<file path="src/rtl/pq_pop_stream.sv">
// Pops the priority-queue head whenever it is eligible (enabled, present, key <= thresh) into a 2-entry output buffer.
// Pop-to-valid latency is one cycle; pops stall only when the buffer is full and m_ready is low.
module pq_pop_stream #(
  parameter int KW = 4,
  parameter int VW = 4,
  parameter int CW = 16,
  parameter logic [KW-1:0] KEYINF = {KW{1'b1}}
) (
  input  logic             clk,
  input  logic             rst,
  input  logic [KW+VW-1:0] pq_kvo,
  input  logic             pq_empty,
  output logic             pq_pop,
  input  logic             en,
  input  logic [KW-1:0]    thresh,
  input  logic             flush,
  output logic             m_valid,
  input  logic             m_ready,
  output logic [KW+VW-1:0] m_kv,
  output logic [CW-1:0]    pop_count
);

  localparam int DW = KW + VW;

  typedef enum logic [1:0] {
    S0 = 2'd0,
    S1 = 2'd1,
    S2 = 2'd2
  } state_t;

  state_t        state, state_nxt;
  logic [DW-1:0] ent0, ent1;
  logic [DW-1:0] ent0_nxt, ent1_nxt;
  logic [KW-1:0] head_key;
  logic          eligible;
  logic          deq;

  assign head_key = pq_kvo[DW-1:VW];
  assign eligible = en && !pq_empty && (head_key != KEYINF) && (head_key <= thresh);

  assign m_valid = (state != S0);
  assign m_kv    = ent0;
  assign deq     = m_valid && m_ready;

  // When full, a pop is only safe if the consumer frees a slot this same cycle.
  assign pq_pop = rst && eligible && ((state != S2) || m_ready) && !flush;

  always_comb begin
    state_nxt = state;
    ent0_nxt  = ent0;
    ent1_nxt  = ent1;
    case (state)
      S0: begin
        if (pq_pop) begin
          ent0_nxt  = pq_kvo;
          state_nxt = S1;
        end
      end
      S1: begin
        if (pq_pop && deq) begin
          ent0_nxt = pq_kvo;
        end else if (pq_pop) begin
          ent1_nxt  = pq_kvo;
          state_nxt = S2;
        end else if (deq) begin
          state_nxt = S0;
        end
      end
      S2: begin
        if (deq) begin
          ent0_nxt = ent1;
          if (pq_pop) begin
            ent1_nxt = pq_kvo;
          end else begin
            state_nxt = S1;
          end
        end
      end
      default: state_nxt = S0;
    endcase
    if (flush) begin
      state_nxt = S0;
    end
  end

  always_ff @(posedge clk or negedge rst) begin
    if (!rst) begin
      state <= S0;
      ent0  <= '0;
      ent1  <= '0;
    end else begin
      state <= state_nxt;
      ent0  <= ent0_nxt;
      ent1  <= ent1_nxt;
    end
  end

  always_ff @(posedge clk or negedge rst) begin
    if (!rst) begin
      pop_count <= '0;
    end else if (pq_pop) begin
      pop_count <= pop_count + 1'b1;
    end
  end

endmodule

</file>
<file path="config.mk">
export PLATFORM = sky130hd
export DESIGN_NAME = pq_pop_stream
export DESIGN_NICKNAME = d
export VERILOG_FILES = /design/src/rtl/pq_pop_stream.sv
export SDC_FILE = /design/constraint.sdc
export NUM_CORES = 1
export LEC_CHECK = 0
export ABC_AREA = 1
export CORE_UTILIZATION = 49
export DETAILED_ROUTE_END_ITERATION = 12
export PLACE_DENSITY = 0.9
export SLEW_MARGIN = 40
export SYNTH_ARGS = -nofsm -noshare
export SYNTH_HDL_FRONTEND = slang
export SYNTH_SLANG_ARGS = --single-unit
</file>
<file path="constraint.sdc">
create_clock -name clk -period 2.05 [get_ports clk]
set_input_delay 0.41 -clock clk [delete_from_list [all_inputs] [get_ports clk]]
set_output_delay 0.41 -clock clk [all_outputs]
set_load 0.05 [all_outputs]
</file>
==> out/qor.txt, run 1 <==
run status -> finished, final reports clean
setup ws final -> 0.07551 ns
initial detailed-routing violation count -> 95
RSZ-0062 raised after global routing -> no
Syn Inst Count -> 229
switching share of power -> 41.85%
Yosys top cell area share -> 46.74%
Register-to-Register Path Depth -> 12
Initial DRT Pass Iterations -> 4
All-Layer GR Usage -> 23.77%
Gate power share -> 41.4%
total power -> 0.002512 W
R2R Setup Slk -> 0.22 ns
Final Skew -> 0.01141 ns
Core ar. -> 3442 um^2
Root Buffer -> clkbuf_8
die area -> 3963 um^2
die height -> 62.96 um
hold_sp -> m_kv[2]
clock network fraction of total power -> 20.7%
I/O Pins -> 44
reg-to-reg endpoint -> pop_count[14]
post-synthesis mux area share -> 0%
Cell Int Power -> 0.001461 W
Routed Antenna Nets -> 0
critical path endpoint -> pop_count[8]
main combinational cell family by area after synthesis -> simple AND/OR/NAND/NOR gates
FF-to-FF Start -> state[1]
sequential share of power -> 37.9%
max_cap viols -> 0
pwr dens -> 971.9 nW/um^2
nets -> 316
crit path DAT -> 1.56 ns
Mapped Nets -> 252
Row Count -> 21
relative slew slack -> 62.77%
Seq. cell area -> 850.8 um^2
share of post-route cells with drive strength above 1 -> 16.33%
critical path's slowest cell -> clkdlybuf4s50_1
initial antenna violation count -> 0
Port Buffers -> 43
crit-path cells -> clkdlybuf4s50_1
Pins Over Slew Limit -> 0
critical path class -> reg2out
adder-cell share of the synthesized area -> 3.436%
CTS clk-pin slew, worst paths -> 0.08 ns
Synth area leader -> dfrtp_1
Netlist cell types -> 26
DRT Wirelength -> 4162 um
vias per inst -> 4.962
cts bufs inserted -> 5
clock latency on the worst-skew pair -> 0.29 ns
Net Sw Power -> 0.001051 W
Synth Area per Inst -> 7.950 um^2
Synth Area in Simple Gates -> 28.87%
CTS tree -> yes
crit share post-route -> 96.32%
initial core utilization -> 52.89%
Worst setup startpoint -> pop_count[8]
Pleak -> 1.262 nW
first-pass GRT wire length -> 7293 um
pre-CTS setup slack -> -0.3520 ns
Max FO, Critical Path -> 5
Crit path buffers/inverters -> 1
CP Depth -> 1
Hold Path Class -> reg2reg
vias in the first global route -> 1,651
max incr delay on CP -> 0.84 ns
via count -> 1,687
final setup violation count -> 0
synthesis-to-layout area growth -> 41.99%
Yosys warning count -> 0
Critical Path End Type -> output pin
hold_buf cts -> 0
Netlist Area Pre-Place -> 1820 um^2
Die X -> 62.96 um
H-Tree Depth -> 2
setup TNS -> 0 ns
WP data required -> 1.64 ns
Hold Vio Cnt, Final -> 0
post-synthesis sequential area ratio -> 46.74%
Worst path top cell family by delay -> buffers and inverters
Synth Register Bits -> 34
largest net degree at the start of global routing -> 35
worst slew pin tran -> 0.5568 ns
Fmax achieved -> 0.5065 GHz
IR drop worst, VDD -> 0.5209 mV
# DRC -> 0
top cells by area, synth -> dfrtp_1, nand2_1, inv_1, o21ai_0, nand3_1
Antenna diodes -> 0
# clock sinks -> 34
clk buf depth -> 2
Compound-Gate Fraction of Synth Area -> 6.873%
GPL Wtd Cong -> 0.8579
DPL Wire Length -> 3003 um
Min Clock Period, post-route -> 1.974 ns
Startpoint Class -> flop
total congestion overflow -> 0
area of the multi-input gates -> 890.9 um^2
fill count -> 238
WL per Instance -> 12.24 um
Post-Synth XOR/XNOR Area -> 6.254%
==> metal layers <==
| layer | vias up | share of wire, % | wire length [um] | GRT usage [%] |
|---|---|---|---|---|
| li1 | 842 | - | - | - |
| met1 | 793 | 45 | 1868 | 29.74 |
| met2 | 40 | 48 | 2011 | 37.50 |
| met3 | 12 | 3.3 | 137 | 6.022 |
| met4 | 0 | 3.5 | 145 | 12.50 |
| met5 | - | 0 | 0 | 0 |
==> cells in the mapped netlist <==
cell type  count
nand2_1       75
dfrtp_1       34
inv_1         30
o21ai_0       18
nand3_1       17
nor2_1        14
xor2_1         7
xnor2_1        6
ha_1           5
nor3_1         3
a21oi_1        2
nand3b_1       2
nand4_1        2
nor2_4         2
a21oi_4        1
buf_2          1
buf_6          1
clkbuf_1       1
inv_2          1
inv_4          1
nand2_2        1
nand2_4        1
nand3_2        1
nor2_2         1
nor3b_1        1
o21ai_2        1
==> worst min-delay path by stage <==
stage	endpoint	slack, ns	cells after the start
final	m_kv[2]	0.47	2
after CTS	m_kv[2]	0.48	2
after detailed placement	m_kv[2]	0.46	2
after floorplan	ent1[0]	0.11	0
after global placement	m_kv[6]	0.46	2
after global routing	m_kv[4]	0.50	2
==> state kept, by name (all words and copies together), names as in the netlist <==
signal	count
pop_count	16
m_kv	8
state	2
ent1	8
==> power groups by stage <==
stage / clock network, W / logic (W) / registers (W)
2_1_floorplan: 0 / 0.000266 / 0.00134
3_3_place_gp: 0 / 0.000996 / 0.000955
3_5_place_dp: 0 / 0.00102 / 0.000966
4_1_cts: 0.000521 / 0.00104 / 0.000954
5_1_grt: 0.000565 / 0.00111 / 0.000976
6_report: 0.000519 / 0.00104 / 0.000953
==> repair_timing <==
item,in CTS,in global routing
setup endpoints to repair,7,4
gates resized for setup,17,6
pin swaps,9,1
cloned,0,0
hold endpoints to repair,0,0
buffers inserted,2,0
==> layout make-up <==
cell class,instances,area share [%]
Sequential cell,34,32.91
Tap cell,46,2.227
Clock buffer,6,3.195
Inverter,32,4.743
Clock inverter,2,0.4840
Timing Repair Buffer,60,21.97
Multi-Input combinational cell,160,34.46
==> kinds of logic after synthesis <==
family                     after synthesis
and+or+nand+nor                        120
buffers and inverters                   35
DFF                                     34
xor gates and xnor gates                13
adders and majority gates                5
AOI/OAI and AO/OA                       22
==> placed cells by master (no fill, tap or decap), drive strengths merged <==
cell type and count:
nand2 77, dfrtp 34, clkdlybuf4s50 33, inv 32, o21ai 19, buf 19, nand3 18, nor2 17
dlygate4sd2 8, xor2 7, xnor2 6, clkbuf 6, ha 5, nor3 3, a21oi 3, nand4 2
nand3b 2, nor3b 1, clkinv 1, clkinvlp 1
==> per-stage QoR <==
step / hold WS (ns) / util (%) / area [um^2] / cells
after CTS: 0.4776 / 74.30 / 2557 / 340
after floorplan: 0.1144 / - / 1821 / 229
final: 0.4748 / 75.10 / 2585 / 340
after detailed placement: 0.4608 / 70.34 / 2421 / 330
after global routing: 0.5004 / 75.10 / 2585 / 340
after global placement: 0.4555 / 70.34 / 2421 / 330
Power figures use the tool's default switching activity.
==> inputs of run 2 (changes only) <==
--- a/config.mk
+++ b/config.mk
@@ -9,7 +9,6 @@
 export CORE_UTILIZATION = 49
 export DETAILED_ROUTE_END_ITERATION = 12
 export PLACE_DENSITY = 0.9
-export SLEW_MARGIN = 40
 export SYNTH_ARGS = -nofsm -noshare
 export SYNTH_HDL_FRONTEND = slang
 export SYNTH_SLANG_ARGS = --single-unit
==> results of run 2 <==
Final layout, timing and power as in run 1 (identical DEF).
==> inputs of run 3 (changes only) <==
--- a/config.mk
+++ b/config.mk
@@ -8,7 +8,8 @@
 export ABC_AREA = 1
 export CORE_UTILIZATION = 49
 export DETAILED_ROUTE_END_ITERATION = 12
-export PLACE_DENSITY = 0.9
+export GPL_ROUTABILITY_DRIVEN = 0
+export PLACE_DENSITY_LB_ADDON = 0.1
 export SYNTH_ARGS = -nofsm -noshare
 export SYNTH_HDL_FRONTEND = slang
 export SYNTH_SLANG_ARGS = --single-unit
==> out/qor.txt, run 3 (synthesis gave the netlist of run 1 again) <==
Reg with most FFs -> pop_count
synthesis-to-layout area growth -> 42.82%
Hold Path Class -> in2async
via count -> 1,642
Critical Path End Type -> output pin
WP data required -> 1.64 ns
Startpoint Class -> primary input
commonest non-fill, non-tap cell in the layout -> nand2_1
pre-CTS setup slack -> -0.3686 ns
area of the multi-input gates -> 874.6 um^2
WL per Instance -> 11.04 um
Final Skew -> 0.003871 ns
max_cap viols -> 0
metal3 WL -> 161 um
max incr delay on CP -> 0.27 ns
vias per inst -> 4.829
DRT Wirelength -> 3754 um
most frequent cells in the layout -> nand2_1, dfrtp_1, clkdlybuf4s50_1
setup ws final -> 0.07042 ns
Placed Cells -> 330
crit share post-route -> 96.56%
Antenna diodes -> 0
Post-Layout Cell Count -> 340
run status -> finished, final reports clean
Post-Layout Inst Area -> 2600 um^2
critical path class -> in2out
die area -> 3963 um^2
critical path's slowest cell -> dlygate4sd2_1
Crit path buffers/inverters -> 3
hold_buf cts -> 0
relative slew slack -> 66.78%
total congestion overflow -> 0
Fmax achieved -> 0.5052 GHz
CTS tree -> yes
Pins Over Slew Limit -> 0
initial antenna violation count -> 0
Row Count -> 21
met2 routed WL -> 1795 um
vias in the first global route -> 1,493
H-Tree Depth -> 2
Max FO, Critical Path -> 2
Core ar. -> 3442 um^2
nets -> 317
crit-path cells -> dlygate4sd2_1 -> ha_4 -> nand2_1 -> nand2_1 -> nand2_1 -> nand2_1 -> nand2_2 -> nand3_4 -> inv_4 -> buf_12
initial detailed-routing violation count -> 109
Initial DRT Pass Iterations -> 4
number of flip-flops in the largest register -> 16
share of post-route cells with drive strength above 1 -> 15.31%
crit-path most repeated cell -> nand2_1
I/O Pins -> 44
DPL Wire Length -> 2700 um
Final Util -> 75.54%
CTS clk-pin slew, worst paths -> 0.07 ns
pwr dens -> 995.1 nW/um^2
setup TNS -> 0 ns
first-pass GRT wire length -> 6575 um
clock latency on the worst-skew pair -> 0.28 ns
cts bufs inserted -> 5
worst slew pin tran -> 0.4967 ns
fill count -> 256
post-route met1 wirelength -> 1744 um
Min Clock Period, post-route -> 1.980 ns
Worst path top cell family by delay -> buffers and inverters
Routed Antenna Nets -> 0
Hold Vio Cnt, Final -> 0
IR drop worst, VDD -> 0.8333 mV
Pleak -> 1.293 nW
# DRC -> 0
Seq. cell area -> 850.8 um^2
clk buf depth -> 2
largest net degree at the start of global routing -> 35
Port Buffers -> 43
All-Layer GR Usage -> 21.40%
Root Buffer -> clkbuf_8
highest metal used -> met4
final setup violation count -> 0
initial core utilization -> 52.89%
crit path DAT -> 1.57 ns
# clock sinks -> 34
Placed Instance Area -> 2421 um^2
die height -> 62.96 um
Die X -> 62.96 um
-- run 3: changes by cell type in the layout (fill, tap and decap cells not counted), sizes merged --
cell	change
dlygate4sd2	-1
clkinv	-1
bufinv	+1
dlymetal6s2s	+2
clkinvlp	-1
buf	+1
clkdlybuf4s50	-1
-- run 3: cell type report --
cell class              instances  share of cell area [%]
clock inverters                 1                   1.155
flip-flops and latches         34                   32.72
well taps                      46                   2.214
multi-input cells             160                   33.64
clock buffers                   6                   3.176
repair buffers                 61                   22.38
inverters                      32                   4.716
-- run 3: worst reg2reg max path: stages, from the launching register on --
cell and delay (ns):
dfrtp_1 0.43, inv_1 0.14, nor2_4 0.07, nand2_1 0.06
nand2_1 0.07, nor2_4 0.14, nand3_4 0.10, buf_4 0.16
buf_4 0.16, nor2_4 0.09, nand2_2 0.08, o21ai_0 0.16
nand2_1 0.06
-- run 3: layer usage --
layer | vias to the layer above | global-route usage [%]
li1 | 843 | -
met1 | 754 | 28.25
met2 | 40 | 32.80
met3 | 5 | 6.204
met4 | 0 | 8.430
met5 | - | 0
-- run 3: report_power, final --
group	internal, W	leakage [nW]	total, W	switching, W
combinational	0.000347	0.820	0.00102	0.000674
sequential	0.000843	0.416	0.000949	0.000105
clock	0.000389	0.0573	0.000618	0.000229
total	0.00158	1.29	0.00259	0.00101
-- run 3: final timing paths --
kind,startpoint,to,slack (ns),cells after the start
max,pq_kvo[5],pq_pop,0.07,10
min,rst,m_kv[2],0.23,2
max reg2reg,state[1],pop_count[14],0.20,12
min reg2reg,m_kv[1],m_kv[1],0.47,2
max in group asynchronous,rst,ent1[6],1.52,2
min in group clk,m_kv[1],m_kv[1],0.47,2
-- run 3: through the flow --
stage / hold WS, ns / power [W]
final: 0.2277 / 0.002587
after global routing: 0.2661 / 0.002734
after CTS: 0.4747 / 0.002609
after detailed placement: 0.4576 / 0.001975
after global placement: 0.4534 / 0.001959
after floorplan: 0.1144 / 0.001607
-- run 3: what timing repair did --
action,4_1_cts,5_1_grt
pin swaps,4,2
gates resized for setup,15,5
setup endpoints to repair,10,13
setup buffers,2,1
